[config.mk]
export PLATFORM = sky130hd
export DESIGN_NAME = sdio_data_block_ctrl
export DESIGN_NICKNAME = d
export VERILOG_FILES = /design/src/rtl/sdio_data_block_ctrl.sv
export SDC_FILE = /design/constraint.sdc
export NUM_CORES = 2
export LEC_CHECK = 0
export BUFFER_PORTS_ARGS = -buffer_cell sky130_fd_sc_hd__buf_2
export CAP_MARGIN = 25
export CORE_ASPECT_RATIO = 1.75
export CORE_MARGIN = 10
export CORE_UTILIZATION = 50
export CTS_BUF_LIST = sky130_fd_sc_hd__clkbuf_8
export DETAILED_ROUTE_END_ITERATION = 10
export PLACE_DENSITY_LB_ADDON = 0.15
export SLEW_MARGIN = 20
export SYNTH_ARGS = -nofsm -noshare
export SYNTH_HDL_FRONTEND = slang
export SYNTH_SLANG_ARGS = --single-unit
[constraint.sdc]
create_clock -name clk -period 5.9 [get_ports clk]
set_input_delay 1.18 -clock clk [delete_from_list [all_inputs] [get_ports clk]]
set_output_delay 1.18 -clock clk [all_outputs]
set_load 0.05 [all_outputs]
[src/rtl/sdio_data_block_ctrl.sv]
// SDIO data block sequencer: splits CMD53 transfers into per-block PHY activations and
// buffers bytes between the PHY strobes and the function FIFO. Watchdog: SDIO_DATA_TIMEOUT_EN.
module sdio_data_block_ctrl #(
    parameter int ADDR_WIDTH     = 9,
    parameter int FIFO_DEPTH     = 512,
    parameter int TIMEOUT_CYCLES = 65535
) (
    input  logic        clk,
    input  logic        rst_n,
    input  logic        i_xfer_start,
    input  logic        i_xfer_write,
    input  logic        i_block_mode,
    input  logic [12:0] i_block_size,
    input  logic [8:0]  i_block_count,
    input  logic [12:0] i_byte_count,
    input  logic        i_abort,
    output logic        o_busy,
    output logic        o_xfer_done,
    output logic        o_crc_err,
    output logic        o_overflow,
    output logic [8:0]  o_blocks_done,
    output logic        o_fn_wr_stb,
    output logic [7:0]  o_fn_wr_data,
    input  logic        i_fn_wr_rdy,
    input  logic        i_fn_rd_valid,
    input  logic [7:0]  i_fn_rd_data,
    output logic        o_fn_rd_ack,
    output logic        o_phy_activate,
    output logic        o_phy_write_flag,
    output logic [12:0] o_phy_data_count,
    input  logic        i_phy_finished,
    input  logic        i_phy_wr_stb,
    input  logic [7:0]  i_phy_wr_data,
    output logic        o_phy_rd_stb,
    output logic [7:0]  o_phy_rd_data,
    input  logic        i_phy_hst_rdy,
    output logic        o_phy_com_rdy,
    input  logic        i_phy_crc_good
);
    localparam int PW = ADDR_WIDTH + 1;

    typedef enum logic [2:0] {IDLE, LOAD, ACTIVE, WAIT_FIN, GAP, DONE} state_t;
    state_t state, state_nx;

    logic          write_q, block_mode_q, gap_cnt;
    logic [12:0]   len_q, stream_cnt;
    logic [8:0]    count_q;
    logic [PW-1:0] wr_ptr, rd_ptr, fill;
    logic [7:0]    mem [0:(1<<ADDR_WIDTH)-1];
    logic [13:0]   free_space;
    logic          full, empty, enough_data, enough_space, in_flight;
    logic          push_req, push, pop, drain;
    logic          stream_start, stream_next, stream_end;
    logic          block_go, done_go, finish, timeout, gap_stop;
    logic [7:0]    push_data;

    assign full  = (wr_ptr[ADDR_WIDTH] != rd_ptr[ADDR_WIDTH]) &&
                   (wr_ptr[ADDR_WIDTH-1:0] == rd_ptr[ADDR_WIDTH-1:0]);
    assign empty = (wr_ptr == rd_ptr);
    assign free_space   = 14'(FIFO_DEPTH) - 14'(fill);
    assign enough_data  = 14'(fill) >= {1'b0, len_q};
    assign enough_space = free_space >= {1'b0, len_q};
    assign in_flight    = (state == ACTIVE) || (state == WAIT_FIN);

    assign o_busy       = (state != IDLE);
    assign o_fn_rd_ack  = (state == LOAD) && !write_q && !i_abort && i_fn_rd_valid &&
                          !full && !enough_data;
    assign drain        = (state != IDLE) && write_q && !empty && i_fn_wr_rdy;
    assign stream_start = (state == ACTIVE) && !write_q && o_phy_com_rdy && i_phy_hst_rdy &&
                          !o_phy_rd_stb;
    assign stream_next  = o_phy_rd_stb && (stream_cnt != 13'd0);
    assign stream_end   = o_phy_rd_stb && (stream_cnt == 13'd0);
    assign push_req     = write_q ? (i_phy_wr_stb && in_flight) : o_fn_rd_ack;
    assign push         = push_req && !full;
    assign push_data    = write_q ? i_phy_wr_data : i_fn_rd_data;
    assign pop          = drain || stream_start || stream_next;
    assign finish       = (state == WAIT_FIN) && i_phy_finished;
    assign gap_stop     = o_crc_err || i_abort || !block_mode_q ||
                          ((count_q != 9'd0) && (o_blocks_done == count_q));

`ifdef SDIO_DATA_TIMEOUT_EN
    logic [16:0] tmo_cnt;

    // Restarted at every block activation, so each block gets the full budget.
    always_ff @(posedge clk or negedge rst_n) begin
        if (!rst_n) begin
            tmo_cnt <= 17'd0;
        end else if (block_go) begin
            tmo_cnt <= 17'd0;
        end else if (in_flight) begin
            tmo_cnt <= tmo_cnt + 17'd1;
        end
    end

    assign timeout = in_flight && (tmo_cnt >= 17'(TIMEOUT_CYCLES - 1)) && !i_phy_finished;
`else
    // Watchdog compiled out; the parameter only keeps the interface identical.
    assign timeout = (TIMEOUT_CYCLES < 0);
`endif

    always_ff @(posedge clk or negedge rst_n) begin
        if (!rst_n) state <= IDLE;
        else        state <= state_nx;
    end

    always_comb begin
        state_nx = state;
        block_go = 1'b0;
        done_go  = 1'b0;
        case (state)
            IDLE:     if (i_xfer_start) state_nx = LOAD;
            LOAD: begin
                if (i_abort) begin
                    state_nx = DONE;
                end else if (write_q ? enough_space : enough_data) begin
                    state_nx = ACTIVE;
                    block_go = 1'b1;
                end
            end
            ACTIVE: begin
                if (timeout)                  state_nx = DONE;
                else if (write_q || stream_end) state_nx = WAIT_FIN;
            end
            WAIT_FIN: begin
                if (timeout)             state_nx = DONE;
                else if (i_phy_finished) state_nx = GAP;
            end
            GAP:      if (gap_cnt) state_nx = gap_stop ? DONE : LOAD;
            DONE: begin
                if (!write_q || empty) begin
                    state_nx = IDLE;
                    done_go  = 1'b1;
                end
            end
            default:  state_nx = IDLE;
        endcase
    end

    always_ff @(posedge clk) begin
        if (push) mem[wr_ptr[ADDR_WIDTH-1:0]] <= push_data;
    end

    always_ff @(posedge clk or negedge rst_n) begin
        if (!rst_n) begin
            write_q          <= 1'b0;
            block_mode_q     <= 1'b0;
            len_q            <= 13'd0;
            count_q          <= 9'd0;
            wr_ptr           <= '0;
            rd_ptr           <= '0;
            fill             <= '0;
            gap_cnt          <= 1'b0;
            stream_cnt       <= 13'd0;
            o_xfer_done      <= 1'b0;
            o_crc_err        <= 1'b0;
            o_overflow       <= 1'b0;
            o_blocks_done    <= 9'd0;
            o_fn_wr_stb      <= 1'b0;
            o_fn_wr_data     <= 8'h00;
            o_phy_activate   <= 1'b0;
            o_phy_write_flag <= 1'b0;
            o_phy_data_count <= 13'd0;
            o_phy_rd_stb     <= 1'b0;
            o_phy_rd_data    <= 8'hFF;
            o_phy_com_rdy    <= 1'b0;
        end else begin
            o_xfer_done <= done_go;
            gap_cnt     <= (state == GAP) ? !gap_cnt : 1'b0;

            if ((state == IDLE) && i_xfer_start) begin
                write_q       <= i_xfer_write;
                block_mode_q  <= i_block_mode;
                count_q       <= i_block_count;
                len_q         <= i_block_mode ? i_block_size :
                                 ((i_byte_count == 13'd0) ? 13'd512 : i_byte_count);
                o_crc_err     <= 1'b0;
                o_overflow    <= 1'b0;
                o_blocks_done <= 9'd0;
            end

            // Read leftovers are discarded at the end so the next transfer starts empty.
            if (done_go && !write_q) begin
                rd_ptr <= wr_ptr;
                fill   <= '0;
            end else begin
                if (push) wr_ptr <= wr_ptr + PW'(1);
                if (pop)  rd_ptr <= rd_ptr + PW'(1);
                if (push && !pop)      fill <= fill + PW'(1);
                else if (!push && pop) fill <= fill - PW'(1);
            end

            if (write_q && push_req && full) o_overflow <= 1'b1;

            o_fn_wr_stb <= drain;
            if (drain) o_fn_wr_data <= mem[rd_ptr[ADDR_WIDTH-1:0]];

            if (block_go) begin
                o_phy_activate   <= 1'b1;
                o_phy_write_flag <= write_q;
                o_phy_data_count <= len_q;
                if (!write_q) o_phy_com_rdy <= 1'b1;
            end else if (finish || timeout || ((state == LOAD) && i_abort)) begin
                o_phy_activate <= 1'b0;
            end

            if (finish) begin
                o_blocks_done <= o_blocks_done + 9'd1;
                if (!i_phy_crc_good) o_crc_err <= 1'b1;
            end
            if (timeout) o_crc_err <= 1'b1;

            // Read stream: exactly len_q back-to-back strobes, head byte registered with each.
            if (timeout) begin
                o_phy_rd_stb  <= 1'b0;
                o_phy_com_rdy <= 1'b0;
            end else if (stream_start || stream_next) begin
                o_phy_rd_stb  <= 1'b1;
                o_phy_rd_data <= mem[rd_ptr[ADDR_WIDTH-1:0]];
                stream_cnt    <= stream_start ? (len_q - 13'd1) : (stream_cnt - 13'd1);
            end else begin
                o_phy_rd_stb <= 1'b0;
                if (stream_end) o_phy_com_rdy <= 1'b0;
            end
        end
    end
endmodule

=== Word-level counts from Yosys, hierarchy flattened ===
Memories as Yosys holds them, arrays and structs flattened.
Index checks and enable logic that the tools add are counted.

* Memories kept: 1
* Output and inout bits: 48
* Register bits after elaboration: 117
* Bits in writable memories: 4096

{| class="wikitable"
|+ Memory list
! name !! words !! width !! rd ports !! clocked after memory_dff !! wr ports !! RTL line !! source
|-
| mem || 512 || 8 || 1 || 0 || 1 || 49 || <nowiki>logic [7:0] mem [0:(1<<ADDR_WIDTH)-1];</nowiki>
|}

* Eq/ne operators: 15
* Muxes and demuxes: 42
* Add/sub/neg operators: 8
* Magnitude comparators: 2
* Reduce and logical (&&, ||, !) cells: 59
* Bitwise operators: 1

{| class="wikitable"
|+ Operators by type and width
! kind !! number
|-
| 2-to-1 mux 10 bit || 5
|-
| 2-to-1 mux 13 bit || 3
|-
| adder 10 x 1 -> 10 bit, second input constant || 3
|-
| logical AND 1 bit || 26
|-
| zero test 13 bit || 2
|-
| subtractor 13 x 1 -> 13 bit, second input constant || 2
|-
| 2-to-1 mux 3 bit || 8
|-
| 2-to-1 mux 1 bit || 22
|-
| == test 9 bit || 2
|-
| 2-to-1 mux 9 bit || 2
|-
| case mux 3 bit (6 select lines) || 1
|-
| >= comparator 14 x 13 -> 1 bit || 1
|-
| >= comparator 10 x 13 -> 1 bit || 1
|-
| nonzero test 13 bit || 1
|-
| subtractor 10 x 10 -> 11 bit, first input constant || 1
|-
| == test 10 bit || 1
|-
| zero test 1 bit || 10
|-
| logical OR 1 bit || 10
|-
| subtractor 10 x 1 -> 10 bit, second input constant || 1
|-
| adder 9 x 1 -> 9 bit, second input constant || 1
|-
| nonzero test 9 bit || 1
|-
| 2-to-1 mux 8 bit || 1
|-
| inequality test 2 bit, second input constant || 4
|-
| nonzero test 2 bit || 4
|-
| 11 further kinds || 14
|}

=== Depth between registers and ports, before layout ===
* Depth after elaboration: 13
* Depth in mapped cells: 23

=== Worst setup path before layout ===
No wires, ideal clock.

* Kind: input -> register
* From: input port i_phy_wr_data[0]
* To: memory mem[0][0] (data pin)
* Data required time: 4.988 ns
* Arrival: 4.726 ns
* Stages: 1
* Library setup time: 0.912 ns
* Path slack: 0.262 ns
* Cells stage by stage: mux2_2

* Cells in the longest elaborated chain, start to end: 1

{| class="wikitable"
|+ RTL lines
! what !! RTL line !! source
|-
| from (decl) || 33 || <nowiki>input logic [7:0] i_phy_wr_data,</nowiki>
|-
| 2-to-1 mux 8 bit || 75 || <nowiki>assign push_data = write_q ? i_phy_wr_data : i_fn_rd_data;</nowiki>
|-
| to (decl) || 49 ||
|}

No other way between the ends.

=== Worst setup path in the final report ===
* From: register rd_ptr[3]
* To: register o_fn_wr_data[4], read port of mem

* Cells in the longest elaborated chain, start to end: 4
* Elaborated cells between the ends (all ways): 5
* Those cells by class: eq/ne: 1; reduce/logical: 3; memory: 1

{| class="wikitable"
|+ RTL lines
! what !! RTL line !! source
|-
| from (decl) || 48 || <nowiki>logic [PW-1:0] wr_ptr, rd_ptr, fill;</nowiki>
|-
| from (signal assigned) || 183 || <nowiki>rd_ptr <= wr_ptr;</nowiki>
|-
| from (signal assigned) || 187 || <nowiki>if (pop) rd_ptr <= rd_ptr + PW'(1);</nowiki>
|-
| branches (longest 4 deep; another with memory read (512 x 8 bit)) || n/a ||
|-
| to (decl) || 23 || <nowiki>output logic [7:0] o_fn_wr_data,</nowiki>
|}

Parallel ways; which one is timed is not known.
A chain may end at the register's enable or synchronous reset.

==> summary.txt <==
Synthesis
  – Seq/Total Area, Yosys: 0.758
  – Synth warn: 0
  – Synth Area in Adders: 0.00291
  – EDFF count, synth: 4096
  – Xor/xnor share of the synthesized area: 0.00374
  – Post-synthesis mux area share: 0.158
  – Netlist Area Pre-Place: between 150000 and 200000 sq um
  – Top cells by area, synth: edfxtp_1, mux4_2, mux2i_1, dfrtp_1, nor2_1
  – Area share of the largest cell type after synthesis: 0.740
  – Flops & latches, synth: about 4200
  – Net Count, Synth: ~8300
  – Synth cell types: 91
  – Synth Area in Simple Gates: 0.0298
  – Largest family of logic cells by synthesized area: multiplexers
  – Cells after Synth: slightly above 8000
  – Main synth FF type: edfxtp_1
  – Compound-gate portion of the synthesized area: 0.0296
  – Asr flop ratio synth: 0.0278
  – Mean area per synthesized cell: slightly above 20 sq um
  – Synth area leader: edfxtp_1

Finish
  – Most frequent cells in the layout: edfxtp_1, mux4_2, nor2_1
  – Layout cells sized above 1: 0.241
  – Final nets: between 8000 and 9000
  – # fillers: between 20000 and 30000
  – Leading cell type in the layout, fill and taps excluded: edfxtp_1
  – Area growth from synthesis to layout: 10.5%

Die
  – Total core area: about 330000 sq um
  – Die H: about 780 um
  – Initial core utilization: 0.501
  – Num rows: between 200 and 300
  – Die Span X: 456 um
  – I/O Pins: roughly 110
  – Die area: ~360000 sq um

Clocking
  – CTS Hold Bufs: 0
  – CTS-repair resized insts: 0
  – CTS Root Cell: clkbuf_8
  – Worst-Skew Late Latency: about 1.1 ns
  – Reg clk slew, reported paths: 0.07 ns
  – CTS tree: yes
  – Post-CTS Setup Inserts: 0
  – CTS buffer count: 588
  – H-tree depth: 6
  – Clock Sinks: between 4000 and 5000
  – Clock Tree Buf Depth: 4

Global route
  – Largest net degree at the start of global routing: approximately 190
  – Gr usage total: 0.273
  – GR Overflow Total: 0
  – Vias in the first global route: between 80000 and 90000
  – First-pass GRT wire length: about 700000 um
  – Met3 Track Usage GR: 0.0474
  – Global-route layer with the greatest usage: met2
  – M1 GR Usage: 0.325
  – GRT met2 Usage: 0.470
  – Antenna violations before repair: 20

Timing
  – Crit path time final: about 5.1 ns
  – Setup Skew: ~0.086 ns
  – Worst slew margin: 0.137
  – Post-route clock period utilization: 0.869
  – Fmax: 0.195 GHz
  – Final setup TNS: 0 ns
  – Worst-Margin Slew: about 1.3 ns
  – RSZ-0062 raised after global routing: no
  – Count of final setup violators: 0
  – Hold_ws: between 0.1 and 0.15 ns
  – Final hold violations: 0
  – Final Max Tran Viols: 0

Drt
  – Detailed Route Iter0 Violations: 9704
  – First-pass iteration count of the detailed router: 6
  – Antenna-violating nets left: 0
  – Via Count: 86200
  – DRC Markers: 0
  – Routed WL per cell: approximately 37 um
  – Vias per cell: roughly 6.4
  – Routed WL: 494000 um

Worst setup path
  – CP required: just under 7 ns
  – Startpoint types: flip-flop
  – Crit-path max FO: 24
  – Arrival time worst endpoint: between 6 and 7 ns
  – Worst r2r path cells: 10
  – WS Path Type: reg2reg
  – Crit. End Element: flip-flop

Power
  – Pleak: ~0.06 uW
  – PwrDens: about 460 nW/um^2
  – Peak VDD IR: slightly below 0.3 mV

Placement
  – Final estimated routing congestion in global placement: just over 0.9
  – HPWL Detailed: roughly 310000 um
  – I/O Buffers: 110

Flow run
  – Max-Cap Viols: 0

Status
  – Outcome: finished clean

Hold path
  – HP Class: in2async
worst max-delay path, cell delays in order (launching register included):
cell and delay (ns):
dfrtp_4 0.83, or2_2 0.35, buf_4 0.63, nor2_1 0.30, buf_4 0.29, a221oi_1 0.31
o21ai_0 0.30, a211oi_1 0.90, a211oi_1 0.18, o32a_1 0.53, mux2_2 0.32
logic make-up after synthesis:
| group | after synthesis |
|---|---|
| xor+xnor | 71 |
| buf+inv | 539 |
| flops | 4213 |
| mux | 1413 |
| compound gates | 734 |
| fa+ha+maj | 38 |
| simple gates | 1147 |
state kept, by name (all words and copies together) (netlist names), 3 cells and up:
signal	count
fill	10
stream_cnt	13
count_q	9
o_phy_rd_data	8
o_blocks_done	9
state	3
o_phy_data_count	13
mem	4096
o_fn_wr_data	8
len_q	13
rd_ptr	10
wr_ptr	10
synthesized netlist by cell type (30+ instances only):
master and count:
o22ai_1 93, a211oi_1 47, buf_4 61, nor2_1 621, a22oi_1 101, o21ai_0 139, a221oi_1 55, nor2b_1 41
buf_6 68, edfxtp_1 4096, mux4_2 940, a31oi_1 30, clkbuf_1 188, a21oi_1 123, nand2_1 245, xnor2_1 54
buf_2 149, dfrtp_1 109, mux2i_1 415, mux2_2 44, nor3_1 60, nand3_1 63, ha_1 37
final cells by class:
class / instances / area (sq um) / area share
Tap cell: 4371 / 5470 / 0.0298
Antenna cell: 28 / 70.1 / 0.000381
Multi-Input combinational cell: 3403 / 37500 / 0.204
Timing Repair Buffer: 428 / 3820 / 0.0208
Inverter: 32 / 130 / 0.000708
Sequential cell: 4213 / 126000 / 0.686
Clock buffer: 611 / 8410 / 0.0458
Clock inverter: 419 / 2320 / 0.0126
through the flow:
stage                     utilization  instance area, sq um  total power (uW)  setup slack (ns)  std cells
after global placement          0.520                173000             63900             0.688      12400
after floorplan                     -                166000             53500             0.262       8155
after detailed placement        0.521                173000             64200             0.820      12400
after CTS                       0.553                184000             85500             0.929      13500
final                           0.554                184000             85200             0.772      13500
after global routing            0.553                184000             87700             0.602      13500
metal layers:
metal / up-vias / routed length, um
li1: 34700 / -
met3: 1210 / 37800
met4: 6 / 33300
met2: 4294 / 252000
met1: 46000 / 171000
met5: - / 58
where the power goes:
group          switching [uW]  internal [uW]  leakage [uW]
Sequential                746          35300        0.0383
Clock                   11000          10600       0.00613
Combinational           17600          10000        0.0140
final timing paths:
kind	start	slack, ns	endpoint
worst min-delay path	rst_n	0.12	o_phy_data_count[7]
worst max-delay path	rd_ptr[3]	0.77	o_fn_wr_data[4]
max in group asynchronous	rst_n	4.67	o_blocks_done[6]
worst min register to register	gap_cnt	0.44	gap_cnt
worst max register to register	rd_ptr[3]	0.77	o_fn_wr_data[4]
min in group clk	i_phy_crc_good	0.27	o_crc_err
Power figures use the tool's default switching activity.
